[src/rtl/vga_sync_receiver.sv]
// Receive-side VGA timing recovery: rebuilds h/v position from incoming syncs,
// measures line/frame lengths and locks onto nominal timing.
module vga_sync_receiver #(
    parameter int H_TOTAL     = 800,
    parameter int H_SYNC      = 96,
    parameter int H_BP        = 48,
    parameter int H_ACTIVE    = 640,
    parameter int V_TOTAL     = 525,
    parameter int V_SYNC      = 2,
    parameter int V_BP        = 33,
    parameter int V_ACTIVE    = 480,
    parameter int LOCK_FRAMES = 2
) (
    input  logic        clk_25MHz,
    input  logic        reset,
    input  logic        hsync,
    input  logic        vsync,
    output logic [9:0]  pixel_x,
    output logic [9:0]  pixel_y,
    output logic        active_video,
    output logic        frame_start,
    output logic [11:0] h_meas,
    output logic [10:0] v_meas,
    output logic        locked,
    output logic        timing_error
);

    // state | meaning
    // SEARCH | no timing reference; waiting for the first qualified vsync
    // CHECK  | counting consecutive nominal frames
    // LOCKED | timing matches nominal; active window is reported
    localparam logic [1:0] SEARCH = 2'd0;
    localparam logic [1:0] CHECK  = 2'd1;
    localparam logic [1:0] LOCKED = 2'd2;

    localparam int GW = (LOCK_FRAMES < 2) ? 1 : $clog2(LOCK_FRAMES + 1);
    localparam logic [GW-1:0] GOOD_LAST = GW'(LOCK_FRAMES - 1);

    localparam logic [12:0] H_LEN   = 13'(H_TOTAL);
    localparam logic [11:0] V_LEN   = 12'(V_TOTAL);
    localparam logic [11:0] H_START = 12'(H_SYNC + H_BP);
    localparam logic [11:0] H_END   = 12'(H_SYNC + H_BP + H_ACTIVE);
    localparam logic [10:0] V_START = 11'(V_SYNC + V_BP);
    localparam logic [10:0] V_END   = 11'(V_SYNC + V_BP + V_ACTIVE);

    logic          hs_q, vs_q;
    logic [11:0]   h_cnt;
    logic [10:0]   v_cnt;
    logic          vpend;
    logic          line_bad;
    logic          frame_good_q;
    logic [1:0]    state;
    logic [GW-1:0] good_cnt;

    logic          hfall, vfall, service;
    logic [12:0]   h_len;
    logic [11:0]   v_len;
    logic          line_bad_now, frame_good, h_timeout;
    logic          h_in, v_in;

    always_comb begin
        hfall        = hs_q & ~hsync;
        vfall        = vs_q & ~vsync;
        service      = hfall & (vpend | vfall);
        h_len        = {1'b0, h_cnt} + 13'd1;
        v_len        = {1'b0, v_cnt} + 12'd1;
        line_bad_now = hfall & (h_len != H_LEN);
        // The line closing at this hfall belongs to the frame being evaluated.
        frame_good   = (v_len == V_LEN) & ~line_bad & ~line_bad_now;
        h_timeout    = (h_cnt == 12'hFFF);
    end

    always_ff @(posedge clk_25MHz or posedge reset) begin
        if (reset) begin
            hs_q         <= 1'b1;
            vs_q         <= 1'b1;
            h_cnt        <= '0;
            v_cnt        <= '0;
            h_meas       <= '0;
            v_meas       <= '0;
            vpend        <= 1'b0;
            line_bad     <= 1'b0;
            frame_start  <= 1'b0;
            frame_good_q <= 1'b0;
        end else begin
            hs_q         <= hsync;
            vs_q         <= vsync;
            frame_start  <= service;
            frame_good_q <= service & frame_good;
            if (hfall) begin
                h_meas <= h_len[11:0];
                h_cnt  <= '0;
            end else if (!h_timeout) begin
                h_cnt <= h_cnt + 12'd1;
            end
            if (service) begin
                v_meas   <= v_len[10:0];
                v_cnt    <= '0;
                vpend    <= 1'b0;
                line_bad <= 1'b0;
            end else begin
                if (hfall && v_cnt != 11'h7FF)
                    v_cnt <= v_cnt + 11'd1;
                if (vfall)
                    vpend <= 1'b1;
                if (line_bad_now)
                    line_bad <= 1'b1;
            end
        end
    end

    // Lock acquisition acts on the registered frame_start; loss of lock acts
    // directly at the offending hfall so it is reported one cycle later.
    always_ff @(posedge clk_25MHz or posedge reset) begin
        if (reset) begin
            state        <= SEARCH;
            good_cnt     <= '0;
            timing_error <= 1'b0;
        end else begin
            timing_error <= 1'b0;
            if (h_timeout) begin
                state        <= SEARCH;
                good_cnt     <= '0;
                timing_error <= (state == LOCKED);
            end else begin
                case (state)
                    SEARCH: begin
                        if (frame_start) begin
                            state    <= CHECK;
                            good_cnt <= '0;
                        end
                    end
                    CHECK: begin
                        if (frame_start) begin
                            if (frame_good_q) begin
                                good_cnt <= good_cnt + 1'b1;
                                if (good_cnt == GOOD_LAST)
                                    state <= LOCKED;
                            end else begin
                                good_cnt <= '0;
                            end
                        end
                    end
                    LOCKED: begin
                        if (line_bad_now || (service && !frame_good)) begin
                            state        <= SEARCH;
                            good_cnt     <= '0;
                            timing_error <= 1'b1;
                        end
                    end
                    default: begin
                        state    <= SEARCH;
                        good_cnt <= '0;
                    end
                endcase
            end
        end
    end

    always_comb begin
        locked       = (state == LOCKED);
        h_in         = (h_cnt >= H_START) && (h_cnt < H_END);
        v_in         = (v_cnt >= V_START) && (v_cnt < V_END);
        active_video = locked & h_in & v_in;
        pixel_x      = active_video ? 10'(h_cnt - H_START) : 10'd0;
        pixel_y      = active_video ? 10'(v_cnt - V_START) : 10'd0;
    end

endmodule

[config.mk]
export PLATFORM = sky130hd
export DESIGN_NAME = vga_sync_receiver
export DESIGN_NICKNAME = d
export VERILOG_FILES = /design/src/rtl/vga_sync_receiver.sv
export SDC_FILE = /design/constraint.sdc
export NUM_CORES = 1
export LEC_CHECK = 0
export CORE_MARGIN = 8
export CORE_UTILIZATION = 49
export DETAILED_ROUTE_END_ITERATION = 8
export GPL_TIMING_DRIVEN = 0
export MAX_ROUTING_LAYER = met4
export PLACE_DENSITY = 0.77
export SETUP_SLACK_MARGIN = 0.15
export SYNTH_ARGS = -nofsm -noshare
export SYNTH_HDL_FRONTEND = slang
export SYNTH_SLANG_ARGS = --single-unit
[constraint.sdc]
create_clock -name clk_25MHz -period 2.2 [get_ports clk_25MHz]
set_clock_uncertainty 0.1 [all_clocks]
set_input_delay 0.33 -clock clk_25MHz [delete_from_list [all_inputs] [get_ports clk_25MHz]]
set_output_delay 0.33 -clock clk_25MHz [all_outputs]
set_load 0.01 [all_outputs]
==> results of run 1 <==
-- synthesized netlist by cell type, types with 2 or more instances --
cell	n	share of area, %
ha_1	8	3.1
nand2_1	44	5.2
nor4b_1	2	0.55
dfstp_2	2	1.7
o31ai_1	5	1.2
xnor2_1	20	5.5
nand4_1	9	1.8
a21oi_1	16	2.5
nor3_1	8	1.3
buf_2	4	0.63
a31oi_1	4	0.79
mux2i_1	2	0.63
nor4_1	3	0.59
and4_1	2	0.55
nor2_1	47	5.5
o41ai_1	2	0.55
nand2b_1	8	1.6
dfrtp_1	55	43
buf_4	5	1.2
clkbuf_1	10	1.2
and3_1	3	0.59
o21ai_0	34	5.4
and2_1	4	0.79
xor2_1	8	2.2
nor3_2	2	0.63
nand3_1	10	1.6
inv_1	14	1.7
nor2b_1	2	0.39
buf_6	2	0.71
-- worst max path at each step --
stage | from | to | slack [ps]
floorplan | v_cnt[0]$_DFFE_PP0P_ | pixel_y[2] | -170
detailed placement | v_cnt[0]$_DFFE_PP0P_ | pixel_x[7] | -830
CTS | v_cnt[0]$_DFFE_PP0P_ | pixel_x[0] | -880
global route | h_cnt[4]$_DFFE_PP0P_ | pixel_x[5] | -910
global placement | v_cnt[0]$_DFFE_PP0P_ | pixel_x[7] | -840
finish | h_cnt[4]$_DFFE_PP0P_ | pixel_x[5] | -850
-- area by class of cell --
class / count / area (um^2) / area share (%)
clock inverter: 3 / 40.0 / 0.871
buffer: 24 / 151 / 3.29
clock buffer: 12 / 155 / 3.38
timing repair buffer: 89 / 820 / 17.8
sequential: 57 / 1430 / 31.2
multi-input combinational: 264 / 1840 / 40.0
tap: 77 / 96.3 / 2.10
inverter: 16 / 63.8 / 1.39
-- cell usage in the layout, fill, tap and decap left out, drive strengths merged, types with 3 or more instances in the layout --
| cell type | n |
|---|---|
| buf | 75 |
| dfrtp | 55 |
| nor2 | 47 |
| nand2 | 44 |
| o21ai | 35 |
| clkdlybuf4s50 | 28 |
| clkbuf | 21 |
| xnor2 | 20 |
| a21oi | 16 |
| inv | 15 |
| nand3 | 11 |
| nor3 | 10 |
| nand4 | 9 |
| nand2b | 8 |
| ha | 8 |
| xor2 | 8 |
| and2 | 6 |
| o31ai | 5 |
| a31oi | 4 |
| nor4 | 4 |
| clkinv | 3 |
| and3 | 3 |
-- sequential cells by signal (all words and copies together), names as in the netlist, 2 cells and up --
register  flops
h_cnt        12
h_meas       12
v_cnt        11
v_meas       11
good_cnt      2
state         2
-- cell families (layout without fill, tap and decap cells) --
group | Yosys count | count (layout) | share of synthesized area [%]
AO/OA/AOI/OAI | 72 | 73 | 13.8
XOR/XNOR | 28 | 28 | 7.71
adder cells (fa/ha/maj) | 8 | 8 | 3.15
buffers and inverters | 40 | 144 | 6.18
flip-flops | 57 | 57 | 44.9
multiplexers | 3 | 3 | 0.983
AND/OR/NAND/NOR | 152 | 152 | 23.3
-- metal layers --
metal / vias up / global-route usage, % / share of wire, %
met5: - / - / 0
met4: 0 / 10.3 / 5.2
met3: 64 / 3.71 / 8.4
met2: 230 / 33.7 / 47
met1: 1587 / 27.3 / 39
li1: 1419 / - / -
-- power breakdown --
part | switching [mW] | internal (mW)
sequential | 0.0659 | 1.16
clock | 0.423 | 0.575
combinational | 0.402 | 0.309
-- per-stage QoR --
stage / power [mW] / instance area (um^2) / hold WS (ps) / instances / setup slack [ps]
6_report: 2.93 / 4600 / 234 / 542 / -851
5_1_grt: 3.05 / 4600 / 269 / 542 / -910
4_1_cts: 2.87 / 4350 / 249 / 533 / -882
3_5_place_dp: 1.83 / 3830 / 362 / 488 / -832
3_3_place_gp: 1.80 / 3810 / 362 / 487 / -839
2_1_floorplan: 1.60 / 3210 / 234 / 360 / -165
-- repair_timing --
item | CTS | global route
pin swaps | 29 | 9
buffers inserted | 28 | 9
endpoints found under the setup margin | 58 | 55
cloned | 2 | 0
endpoints found under the hold margin | 0 | 0
gates resized for setup | 135 | 52
==> flow_summary.ini, run 1 <==
[drt]
vias = 3300
drtPass1Iterations = 5
vias_per_cell = 6.09
wl_per_cell_um = 19.2
ant_nets = 0
drcViolationCount = 0
drt_iter0_markers = 409
wl_mm = 10.4

[synth]
ys_seq_area_share_pct = 44.9
ys.flop_type = dfrtp_1
syn_area_per_cell_um2 = 8.83
yosysWarnings = 0
synth-seq-cells = 57
yosysUniqueCellTypes = 54
syn_inst = 360
synth_fp_nets = 372
synthesis.area_um2 = 3180
synthArstFlopShare_pct = 100
synth_edf_count = 0

[place]
dp_hpwl_mm = 5.80
routabilityCongestion = 0.919
port_buffers = 50

[clocking]
clock-root-buffer = clkbuf_8
hold_buffers = 0
htree_levels = 3
clk_pin_slew_ps = 70
worstSkewPairLatency_ps = 340
cts_tree = yes
cts_buffer_depth = 2
cts-buffers-inserted = 9
clock_sinks = 57

[sta]
fin_crit_sh_pct = 139
setup_viol = 27
layout_min_cycle_time_ps = 3050
setup_slack_ps = -851
fmax_ghz = 0.328
hold_violations = 0
fin_setup_tns_ps = -17300
worst_pin_slew_ps = 720
slew_headroom_pct = 51.6
drv_slew = 0
rsz0062_at_grt = true

[setup_path]
end_kind = output pin
crit_fanout = 9
reg2reg_to = good_cnt[1]$_DFFE_PP0P_
timing.critical_path.mode_cell = buf_6
cp.depth = 10
crit_chain = inv_1 > ha_1 > nand2b_1 > nand2_1 > nand3_1 > o2111ai_4 > buf_6 > buf_6 > nor2_2 > buf_2
crit_required_ps = 1770
path_buf_inv = 4
path_class = reg2out
reg2regPathDepth = 9
cp_slowest_cell = dfrtp_2
slowest_delay_ps = 470
startpoint_type = flip-flop
r2r_slack_ps = -200
crit_family = simple AND/OR/NAND/NOR gates
crit-reg2reg-launch = v_cnt[0]$_DFFE_PP0P_
arrival_ps = 2620

[floorplan]
die_w_um = 96.6
die_h_um = 96.6
rows = 29
ioPinCount = 51
die_area_um2 = 9320
coreArea_um2 = 6310
start_util_pct = 50.4

[cells_and_area]
num-nets-final = 473
final_util_pct = 72.8
diodes = 0
drive_gt1_share_pct = 34.0
nFillCells = 437
syn_to_final_growth_pct = 44.5

[outcome]
status = complete, but fails checks
violations = negative setup slack

[grt]
grt_max_degree = 39
grt_util_all_layers_pct = 21.8
grt_overflow_total = 0
antenna_found_initial = 0
grt_pass1_wl_mm = 15.4
grt_pass1_vias = 3120

[pwr]
p_leak_nw = 2.03
cellPowerDensity_nw_per_um2 = 638
ir_worst_vdd_mv = 0.595

[job]
max-cap-violations = 0

[min_path]
min_path_type = in2async
No activity file was read; power rests on OpenSTA's default activity.
==> inputs of run 2 (changes only) <==
Settings changed: CAP_MARGIN set to 20.
==> run 2 against run 1 <==
Against the previous run: the flow still finishes with violations (negative setup slack); register-to-register slack hardly changed; largest cell class unchanged; sequential power about the same; critical path depth unchanged; clock power hardly changed; setup slack is the same; sequential share of layout area stayed put; critical path type unchanged; largest power group unchanged; die area is the same; total power unchanged; first-iteration DRC count unchanged; non-clock buffer count did not move; global-route usage stayed put.
==> flow_summary.ini, run 2 (synthesized netlist as in run 1, its figures left out) <==
[sta]
hold_violations = 0
drv_slew = 0
rsz0062_at_grt = true
fmax_ghz = 0.328
setup_viol = 27
hold_slack_ps = 234
setup_slack_ps = -851
fin_setup_tns_ps = -17300
layout_min_cycle_time_ps = 3050
slew_headroom_pct = 51.6
fin_crit_sh_pct = 139
worst_pin_slew_ps = 720

[grt]
grt_pass1_vias = 3120
grt_overflow_total = 0
grt_util_all_layers_pct = 21.8
grt_pass1_wl_mm = 15.4
grt_max_degree = 39
antenna_found_initial = 0

[setup_path]
end_kind = output pin
arrival_ps = 2620
path_class = reg2out
crit-reg2reg-launch = v_cnt[0]$_DFFE_PP0P_
critPathLaunch = h_cnt[4]$_DFFE_PP0P_
crit_fanout = 9
startpoint_type = flip-flop
crit_required_ps = 1770

[place]
port_buffers = 50
dp_hpwl_mm = 5.80
placed_area_um2 = 3830
dpl.cell_count = 488
routabilityCongestion = 0.919

[drt]
wl_mm = 10.4
ant_nets = 0
drtPass1Iterations = 5
vias = 3300
vias_per_cell = 6.09
drt_iter0_markers = 409
drcViolationCount = 0
wl_per_cell_um = 19.2

[cells_and_area]
drive_gt1_share_pct = 34.0
reg_top3 = h_cnt x12, h_meas x12
final_cells = 542
regArea_um2 = 1430
layout.cells.most_common = dfrtp_1
diodes = 0
num-nets-final = 473
final_cell_mix = dfrtp_1 (52), nand2_1 (43), nor2_1 (33)
syn_to_final_growth_pct = 44.5
multi_input_area_um2 = 1840
nFillCells = 437
final_area_um2 = 4600

[clocking]
clock-root-buffer = clkbuf_8
clock_sinks = 57
htree_levels = 3
cts-buffers-inserted = 9
cts_tree = yes
hold_buffers = 0
clk_pin_slew_ps = 70
worstSkewPairLatency_ps = 340
cts_buffer_depth = 2

[min_path]
min_path_type = in2async

[outcome]
violations = negative setup slack
status = complete, but fails checks

[floorplan]
ioPinCount = 51
die_h_um = 96.6
die_w_um = 96.6
die_area_um2 = 9320
rows = 29
start_util_pct = 50.4
coreArea_um2 = 6310

[job]
max-cap-violations = 0

[pwr]
ir_worst_vdd_mv = 0.595
p_leak_nw = 2.03
cellPowerDensity_nw_per_um2 = 638
[run 2: cell counts in the layout (fill, tap and decap cells not counted)]
Identical to the previous run, type by type.
[run 2: cell type report]
class	instances	share of cell area (%)
Buffer	24	3.29
Timing Repair Buffer	89	17.8
Inverter	16	1.39
Tap cell	77	2.10
Sequential cell	57	31.2
Multi-Input combinational cell	264	40.0
Clock buffer	12	3.38
Clock inverter	3	0.871
[run 2: per-stage QoR]
step	utilization, %	total power, mW	setup slack [ps]
CTS	68.9	2.87	-882
global placement	60.3	1.80	-839
global route	72.8	3.05	-910
floorplan	-	1.60	-165
detailed placement	60.6	1.83	-832
finish	72.8	2.93	-851
[run 2: worst paths after layout]
kind,end,slack (ps),cells after the start
worst max register to register,good_cnt[1]$_DFFE_PP0P_,-200,9
min in group clk_25MHz,vs_q$_DFF_PP1_,320,1
worst min-delay path,v_meas[2]$_DFFE_PP0P_,230,2
worst min register to register,v_meas[1]$_DFFE_PP0P_,380,2
worst max-delay path,pixel_x[5],-850,10
max in group asynchronous,hs_q$_DFF_PP1_,1140,3
[run 2: timing repair]
action | in CTS | in global routing
pin swaps | 29 | 9
gates resized for setup | 135 | 52
setup buffers | 28 | 9
endpoints found under the setup margin | 58 | 55
gates cloned | 2 | 0
[run 2: routing by layer]
| metal | global-route usage, % | wire (um) |
|---|---|---|
| met4 | 10.3 | 537 |
| met5 | - | 0 |
| met3 | 3.71 | 869 |
| met1 | 27.3 | 4080 |
| met2 | 33.7 | 4900 |
[run 2: critical path, cell delays in order, from the launching register on]
cell and delay, ps:
dfrtp_2 470, inv_1 120, ha_1 230, nand2b_1 210
nand2_1 140, nand3_1 260, o2111ai_4 280, buf_6 220
buf_6 120, nor2_2 100, buf_2 130
[run 2: report_power, final]
group          leakage [nW]  total [mW]  switching [mW]  internal, mW
combinational          1.18       0.711           0.402         0.309
sequential            0.750        1.22          0.0659          1.16
clock                 0.102       0.998           0.423         0.575
